--- src/rtl/qeciphy_pkg.sv ---
// Shared definitions for the QECIPHY receive word aligner: comma symbol,
// per-lane aligner states and the status bundle a lane reports upward.
package qeciphy_pkg;

  localparam logic [7:0] K28_5 = 8'hBC;

  typedef enum logic [2:0] {
    ST_SEARCH,
    ST_SLIDE,
    ST_WAIT,
    ST_CHECK,
    ST_LOCKED,
    ST_FAIL
  } aligner_state_e;

  typedef struct packed {
    logic       aligned;
    logic       fail;
    logic       rxslide;
    logic [7:0] slide_cnt;
  } lane_status_t;

endpackage

--- src/rtl/qeciphy_rx_lane_aligner.sv ---
// One lane of comma alignment: hunts for K28.5 in byte 0, pulses rxslide to
// shift the transceiver's byte boundary, and declares/drops lock.
module qeciphy_rx_lane_aligner
  import qeciphy_pkg::*;
#(
  parameter int DATA_W         = 32,
  parameter int LOCK_COUNT     = 8,
  parameter int ERR_LIMIT      = 4,
  parameter int MAX_SLIDES     = 2*DATA_W,
  parameter int SLIDE_WAIT     = 64,
  parameter int SEARCH_TIMEOUT = 256
) (
  input  logic                  clk,
  input  logic                  rst,
  input  logic                  restart_i,
  input  logic [DATA_W-1:0]     data_i,
  input  logic [DATA_W/8-1:0]   ctrl_i,
  input  logic                  sliderdy_i,
  output lane_status_t          status_o
);

  localparam int BYTES  = DATA_W/8;
  localparam int IDLE_W = $clog2(SEARCH_TIMEOUT+1);
  localparam int WAIT_W = $clog2(SLIDE_WAIT+1);
  localparam int GOOD_W = $clog2(LOCK_COUNT+1);
  localparam int ERR_W  = $clog2(ERR_LIMIT+1);

  aligner_state_e      state_q;
  logic [IDLE_W-1:0]   idle_q;
  logic [WAIT_W-1:0]   wait_q;
  logic [GOOD_W-1:0]   good_q;
  logic [ERR_W-1:0]    err_q;
  logic [7:0]          slide_cnt_q, slide_cnt_d;
  logic                rxslide_q, aligned_q, fail_q;

  logic [BYTES-1:0]    comma;
  logic                misplaced, good, idle_to;

  always_comb begin
    comma = '0;
    for (int k = 0; k < BYTES; k++)
      comma[k] = ctrl_i[k] && (data_i[k*8 +: 8] == K28_5);
  end

  // A comma anywhere past byte 0 means the boundary is wrong, even if byte 0 also matches.
  assign misplaced   = |comma[BYTES-1:1];
  assign good        = comma[0] && !misplaced;
  assign idle_to     = !(|comma) && (idle_q == IDLE_W'(SEARCH_TIMEOUT-1));
  assign slide_cnt_d = (slide_cnt_q == 8'hFF) ? slide_cnt_q : slide_cnt_q + 8'd1;

  always_ff @(posedge clk) begin
    if (rst || restart_i) begin
      state_q     <= ST_SEARCH;
      idle_q      <= '0;
      wait_q      <= '0;
      good_q      <= '0;
      err_q       <= '0;
      slide_cnt_q <= '0;
      rxslide_q   <= 1'b0;
      aligned_q   <= 1'b0;
      fail_q      <= 1'b0;
    end else begin
      rxslide_q <= 1'b0;
      case (state_q)
        ST_SEARCH: begin
          if (misplaced || idle_to) begin
            state_q     <= ST_SLIDE;
            rxslide_q   <= 1'b1;
            slide_cnt_q <= slide_cnt_d;
            idle_q      <= '0;
          end else if (good) begin
            idle_q <= '0;
            good_q <= GOOD_W'(1);
            if (LOCK_COUNT == 1) begin
              state_q   <= ST_LOCKED;
              aligned_q <= 1'b1;
              err_q     <= '0;
            end else begin
              state_q <= ST_CHECK;
            end
          end else begin
            idle_q <= idle_q + 1'b1;
          end
        end
        ST_SLIDE: begin
          state_q <= ST_WAIT;
          wait_q  <= '0;
        end
        ST_WAIT: begin
          // Data is meaningless while the transceiver is re-slipping.
          if (sliderdy_i || (wait_q == WAIT_W'(SLIDE_WAIT-1))) begin
            if (slide_cnt_q == 8'(MAX_SLIDES)) begin
              state_q <= ST_FAIL;
              fail_q  <= 1'b1;
            end else begin
              state_q <= ST_SEARCH;
              idle_q  <= '0;
            end
          end else begin
            wait_q <= wait_q + 1'b1;
          end
        end
        ST_CHECK: begin
          if (misplaced) begin
            state_q     <= ST_SLIDE;
            rxslide_q   <= 1'b1;
            slide_cnt_q <= slide_cnt_d;
            idle_q      <= '0;
          end else if (good) begin
            idle_q <= '0;
            if (good_q == GOOD_W'(LOCK_COUNT-1)) begin
              state_q   <= ST_LOCKED;
              aligned_q <= 1'b1;
              err_q     <= '0;
            end else begin
              good_q <= good_q + 1'b1;
            end
          end else if (idle_to) begin
            state_q <= ST_SEARCH;
            idle_q  <= '0;
            good_q  <= '0;
          end else begin
            idle_q <= idle_q + 1'b1;
          end
        end
        ST_LOCKED: begin
          if (misplaced) begin
            if (err_q == ERR_W'(ERR_LIMIT-1)) begin
              state_q     <= ST_SEARCH;
              aligned_q   <= 1'b0;
              slide_cnt_q <= '0;
              err_q       <= '0;
              good_q      <= '0;
              idle_q      <= '0;
            end else begin
              err_q <= err_q + 1'b1;
            end
          end else if (good) begin
            err_q <= '0;
          end
        end
        ST_FAIL: ;
        default: state_q <= ST_SEARCH;
      endcase
    end
  end

  assign status_o.aligned   = aligned_q;
  assign status_o.fail      = fail_q;
  assign status_o.rxslide   = rxslide_q;
  assign status_o.slide_cnt = slide_cnt_q;

endmodule

--- src/rtl/qeciphy_rx_word_aligner.sv ---
// Multi-lane receive word aligner: an independent aligner per GTY lane plus
// a registered all-lanes-locked flag.
module qeciphy_rx_word_aligner
  import qeciphy_pkg::*;
#(
  parameter int NUM_LANES      = 1,
  parameter int DATA_W         = 32,
  parameter int LOCK_COUNT     = 8,
  parameter int ERR_LIMIT      = 4,
  parameter int MAX_SLIDES     = 2*DATA_W,
  parameter int SLIDE_WAIT     = 64,
  parameter int SEARCH_TIMEOUT = 256
) (
  input  logic                          clk,
  input  logic                          rst,
  input  logic                          restart,
  input  logic [NUM_LANES*DATA_W-1:0]   rx_data,
  input  logic [NUM_LANES*DATA_W/8-1:0] rx_ctrl,
  input  logic [NUM_LANES-1:0]          rxsliderdy,
  output logic [NUM_LANES-1:0]          rxslide,
  output logic [NUM_LANES-1:0]          aligned,
  output logic [NUM_LANES-1:0]          fail,
  output logic                          all_aligned,
  output logic [NUM_LANES*8-1:0]        slide_cnt
);

  localparam int BYTES = DATA_W/8;

  lane_status_t st [NUM_LANES];
  logic         all_aligned_q;

  for (genvar n = 0; n < NUM_LANES; n++) begin : g_lane
    qeciphy_rx_lane_aligner #(
      .DATA_W         (DATA_W),
      .LOCK_COUNT     (LOCK_COUNT),
      .ERR_LIMIT      (ERR_LIMIT),
      .MAX_SLIDES     (MAX_SLIDES),
      .SLIDE_WAIT     (SLIDE_WAIT),
      .SEARCH_TIMEOUT (SEARCH_TIMEOUT)
    ) u_lane (
      .clk        (clk),
      .rst        (rst),
      .restart_i  (restart),
      .data_i     (rx_data[n*DATA_W +: DATA_W]),
      .ctrl_i     (rx_ctrl[n*BYTES +: BYTES]),
      .sliderdy_i (rxsliderdy[n]),
      .status_o   (st[n])
    );
    assign rxslide[n]          = st[n].rxslide;
    assign aligned[n]          = st[n].aligned;
    assign fail[n]             = st[n].fail;
    assign slide_cnt[n*8 +: 8] = st[n].slide_cnt;
  end

  // Lags the per-lane flags by one cycle.
  always_ff @(posedge clk) begin
    if (rst) all_aligned_q <= 1'b0;
    else     all_aligned_q <= &aligned;
  end

  assign all_aligned = all_aligned_q;

endmodule
--- config.mk ---
export PLATFORM = sky130hd
export DESIGN_NAME = qeciphy_rx_word_aligner
export DESIGN_NICKNAME = d
export VERILOG_FILES = /design/src/rtl/qeciphy_pkg.sv /design/src/rtl/qeciphy_rx_lane_aligner.sv /design/src/rtl/qeciphy_rx_word_aligner.sv
export SDC_FILE = /design/constraint.sdc
export NUM_CORES = 1
export LEC_CHECK = 0
export CORE_MARGIN = 2
export CORE_UTILIZATION = 60
export CTS_BUF_LIST = sky130_fd_sc_hd__clkbuf_4 sky130_fd_sc_hd__clkbuf_8 sky130_fd_sc_hd__clkbuf_16
export DETAILED_ROUTE_END_ITERATION = 6
export DONT_BUFFER_PORTS = 1
export GPL_ROUTABILITY_DRIVEN = 0
export PLACE_DENSITY = 0.78
export SETUP_SLACK_MARGIN = 0.4
export SLEW_MARGIN = 20
export SYNTH_ARGS = -nofsm -noshare
export SYNTH_HDL_FRONTEND = slang
export SYNTH_SLANG_ARGS = --single-unit
--- constraint.sdc ---
create_clock -name clk -period 7.75 [get_ports clk]
set_clock_uncertainty 0.05 [all_clocks]
set_input_delay 0.3875 -clock clk [delete_from_list [all_inputs] [get_ports clk]]
set_output_delay 0.3875 -clock clk [all_outputs]
set_load 0.02 [all_outputs]
==> metrics <==
Hold Crit Start=rst; Post-synth ARST share=0%; Clk Latency, worst-skew pair=340 ps; min Tclk post-route=2780 ps; top fanout value on the critical path=5; Horiz. Die Dim=64.2 µm; hold_buf cts=0; r2r setup slk=slightly below 5000 ps; core box area=3420 µm²; CTS tree=done; clock buffer count from CTS=5; antenna violations before repair=0; r2r worst-path depth=10; Area Overhead vs Synth=2.99%; dpl cell area=2180 µm²; PwrDens=around 250 nW/µm²; Mapped Cells=approximately 260; vias in the first global route=1693; NumNets Final=307; total gr overflow=0; XOR/XNOR share of the synthesized area=4.02%; Die ar.=between 4000 and 5000 µm²; startpoint types=flop; Initial Util=between 60% and 70%; via count=1915; Setup WS post-layout=between 4000 and 5000 ps; Post-CTS Setup Inserts=0; WP buf/inv=0; H-Tree Depth=2; Register Area=761 µm²; Slew @ Worst Pin=between 900 and 1000 ps; Synth Cell Area=approximately 2200 µm²; maximum vdd drop=~0.11 mV; kind of critical path=flop to flop; drt via density=about 6.2; final hold viol count=0; adder-cell area share of the yosys netlist=approximately 4.0%; cell accounting for the most synthesized area=dfxtp_1; synthesized flop and latch total=38; slowest cell on the critical path=or4b_1; clock slew at reported path FFs=roughly 110 ps; largest family of logic cells by synthesized area=simple AND/OR/NAND/NOR gates; post-synthesis sequential area ratio=34.9%; max-slew violations=0; fmax=0.360 GHz; Synth area leaders=dfxtp_1 (35%), nor2_1 (4.5%), ha_1 (4.0%); Synth Area in Simple Gates=31.4%; # diodes=0; Die H=64.2 µm; Synth cell types=slightly above 50; Tightest Hold Check Type=primary input to flop; WP depth=10; first-pass GRT wire length=between 7000 and 8000 µm; worst reg2reg startpoint=g_lane[0].u_lane.idle_q[0]; Core Rows=21; Slew headroom=between 30 and 40%; ys flop type=dfxtp_1; Total Routed Length=around 4500 µm; Final Instance Area=2240 µm²; Worst path max stage delay=approximately 500 ps; HPWL after detailed placement=around 3300 µm; DRC Markers=0; Mean Syn Cell Area=just over 8 µm²; area fraction in compound gates after synthesis=a little under a fifth; endpoints failing setup=0; WHS Path Cells=1; CTS Root Cell=clkbuf_4; gr usage total=22.5%; Final Cycle Share=35.9%; Final Util=between 60% and 70%; unrepaired setup endpoints after global routing=false; # fillers=311; pin count of the biggest net entering global routing=19; status=finished clean; worst endpoint data arrival time=roughly 3000 ps; max_cap viols=0; Placement Setup Slack=~5000 ps; Sink Count=38; family with the most delay on the worst path=simple AND/OR/NAND/NOR gates; number of DRC markers in iteration 0=141; I/O pin count=52; CTS max path bufs=2; first drt pass iteration count=4; Syn Nets=310; CP required=~8000 ps; EDFF count, synth=0; IO Port Bufs=0; post-synth top area share=roughly a third; multi-input logic area=1320 µm²; Worst Hold Path EP=all_aligned; WL/cell=approximately 15 µm; YS warnings=0; sequence of cells on the critical path=ha_1 -> and3_1 -> and3_1 -> and3_1 -> ha_1 -> a32oi_1 -> a211oi_1 -> mux2i_1 -> or4b_1 -> o22ai_1; post-cts gate resize count=0; CP Capture Type=flop; reg-to-reg endpoint=g_lane[0].u_lane.good_q[3]; setup TNS=0 ps; layout cell share with drive strength beyond 1=roughly 6.1%; post-synthesis mux area share=2.76%; number of antenna-violating nets in the routed design=0; Lkg Pwr=roughly 0.8 nW; hold slack=66.1 ps; crit-path most repeated cell=and3_1
## final cells by class
class / instances / share of cell area [%]
Multi-Input combinational cell: 206 / 59.0
Sequential cell: 38 / 33.9
Clock buffer: 7 / 2.62
Tap cell: 46 / 2.57
Inverter: 8 / 1.34
Timing Repair Buffer: 1 / 0.335
Clock inverter: 1 / 0.223
## stage by stage
step	power (W)	instances
detailed placement	0.000450	299
finish	0.000558	307
global placement	0.000447	299
CTS	0.000561	307
global route	0.000600	307
floorplan	0.000420	263
## how the worst max path moves through the flow
stage	from	end
floorplan	g_lane[0].u_lane.idle_q[0]	g_lane[0].u_lane.idle_q[0]
global placement	g_lane[0].u_lane.idle_q[0]	g_lane[0].u_lane.good_q[3]
detailed placement	g_lane[0].u_lane.idle_q[0]	g_lane[0].u_lane.good_q[3]
CTS	g_lane[0].u_lane.idle_q[0]	g_lane[0].u_lane.good_q[3]
global route	g_lane[0].u_lane.idle_q[0]	g_lane[0].u_lane.good_q[3]
finish	g_lane[0].u_lane.idle_q[0]	g_lane[0].u_lane.good_q[3]
## sequential cells by signal, summed over array words and instances, names as in the netlist
signal                     flops
g_lane.u_lane.idle_q           9
g_lane.u_lane.slide_cnt_q      8
g_lane.u_lane.wait_q           7
g_lane.u_lane.good_q           4
g_lane.u_lane.err_q            3
g_lane.u_lane.state_q          3
all_aligned                    1
g_lane.u_lane.aligned_q        1
g_lane.u_lane.fail_q           1
g_lane.u_lane.rxslide_q        1
## cell families (layout without fill, tap and decap cells)
family	after synthesis	after routing
AOI/OAI and AO/OA	59	59
xor gates and xnor gates	10	10
adders and majority gates	7	7
buffers and inverters	19	17
DFF	38	38
muxes	6	6
and+or+nand+nor	124	124
## synthesized netlist by cell type (5+ instances only)
cell type,number
inv_1,8
o21ai_0,11
nand4_1,7
nor3_1,6
nor2_1,26
nand2_1,21
xor2_1,6
a32o_1,5
ha_1,7
dfxtp_1,38
a21oi_1,17
nand3_1,12
and3_1,10
nand2b_1,9
a211oi_1,5
nor3b_1,9
mux2i_1,6
## routing by layer
metal  GRT usage, %  part of all wire [%]  vias to the layer above
met5              0                     0                        -
met4           2.39                  0.47                        0
met3           5.63                   6.0                        5
met2           39.5                    48                       61
met1           28.7                    45                      875
li1               -                     -                      974
## placed cells by master, fill, tap and decap left out, types with 2 or more instances in the layout
master    synthesis  final
a211oi_1          5      5
a21o_1            3      3
a21oi_1          17     17
a31o_2            2      2
a32o_1            5      5
and3_1           10     10
clkbuf_4          0      6
dfxtp_1          38     38
ha_1              7      7
inv_1             8      8
mux2i_1           6      6
nand2_1          21     21
nand2b_1          9      9
nand3_1          12     12
nand4_1           7      7
nand4b_1          3      3
nor2_1           26     26
nor2b_1           2      2
nor3_1            6      6
nor3b_1           9      9
nor4_1            4      4
o211ai_1          2      2
o21ai_0          11     11
o22ai_1           2      2
o31ai_1           3      3
or3_1             3      3
or4_1             3      3
xnor2_1           4      4
xor2_1            6      6
## where the power goes
group	internal, W	switching (W)
sequential	0.000206	0.0000218
clock	0.0000475	0.0000622
combinational	0.0000878	0.000133
Note: power is estimated with default switching activity, not from simulation.
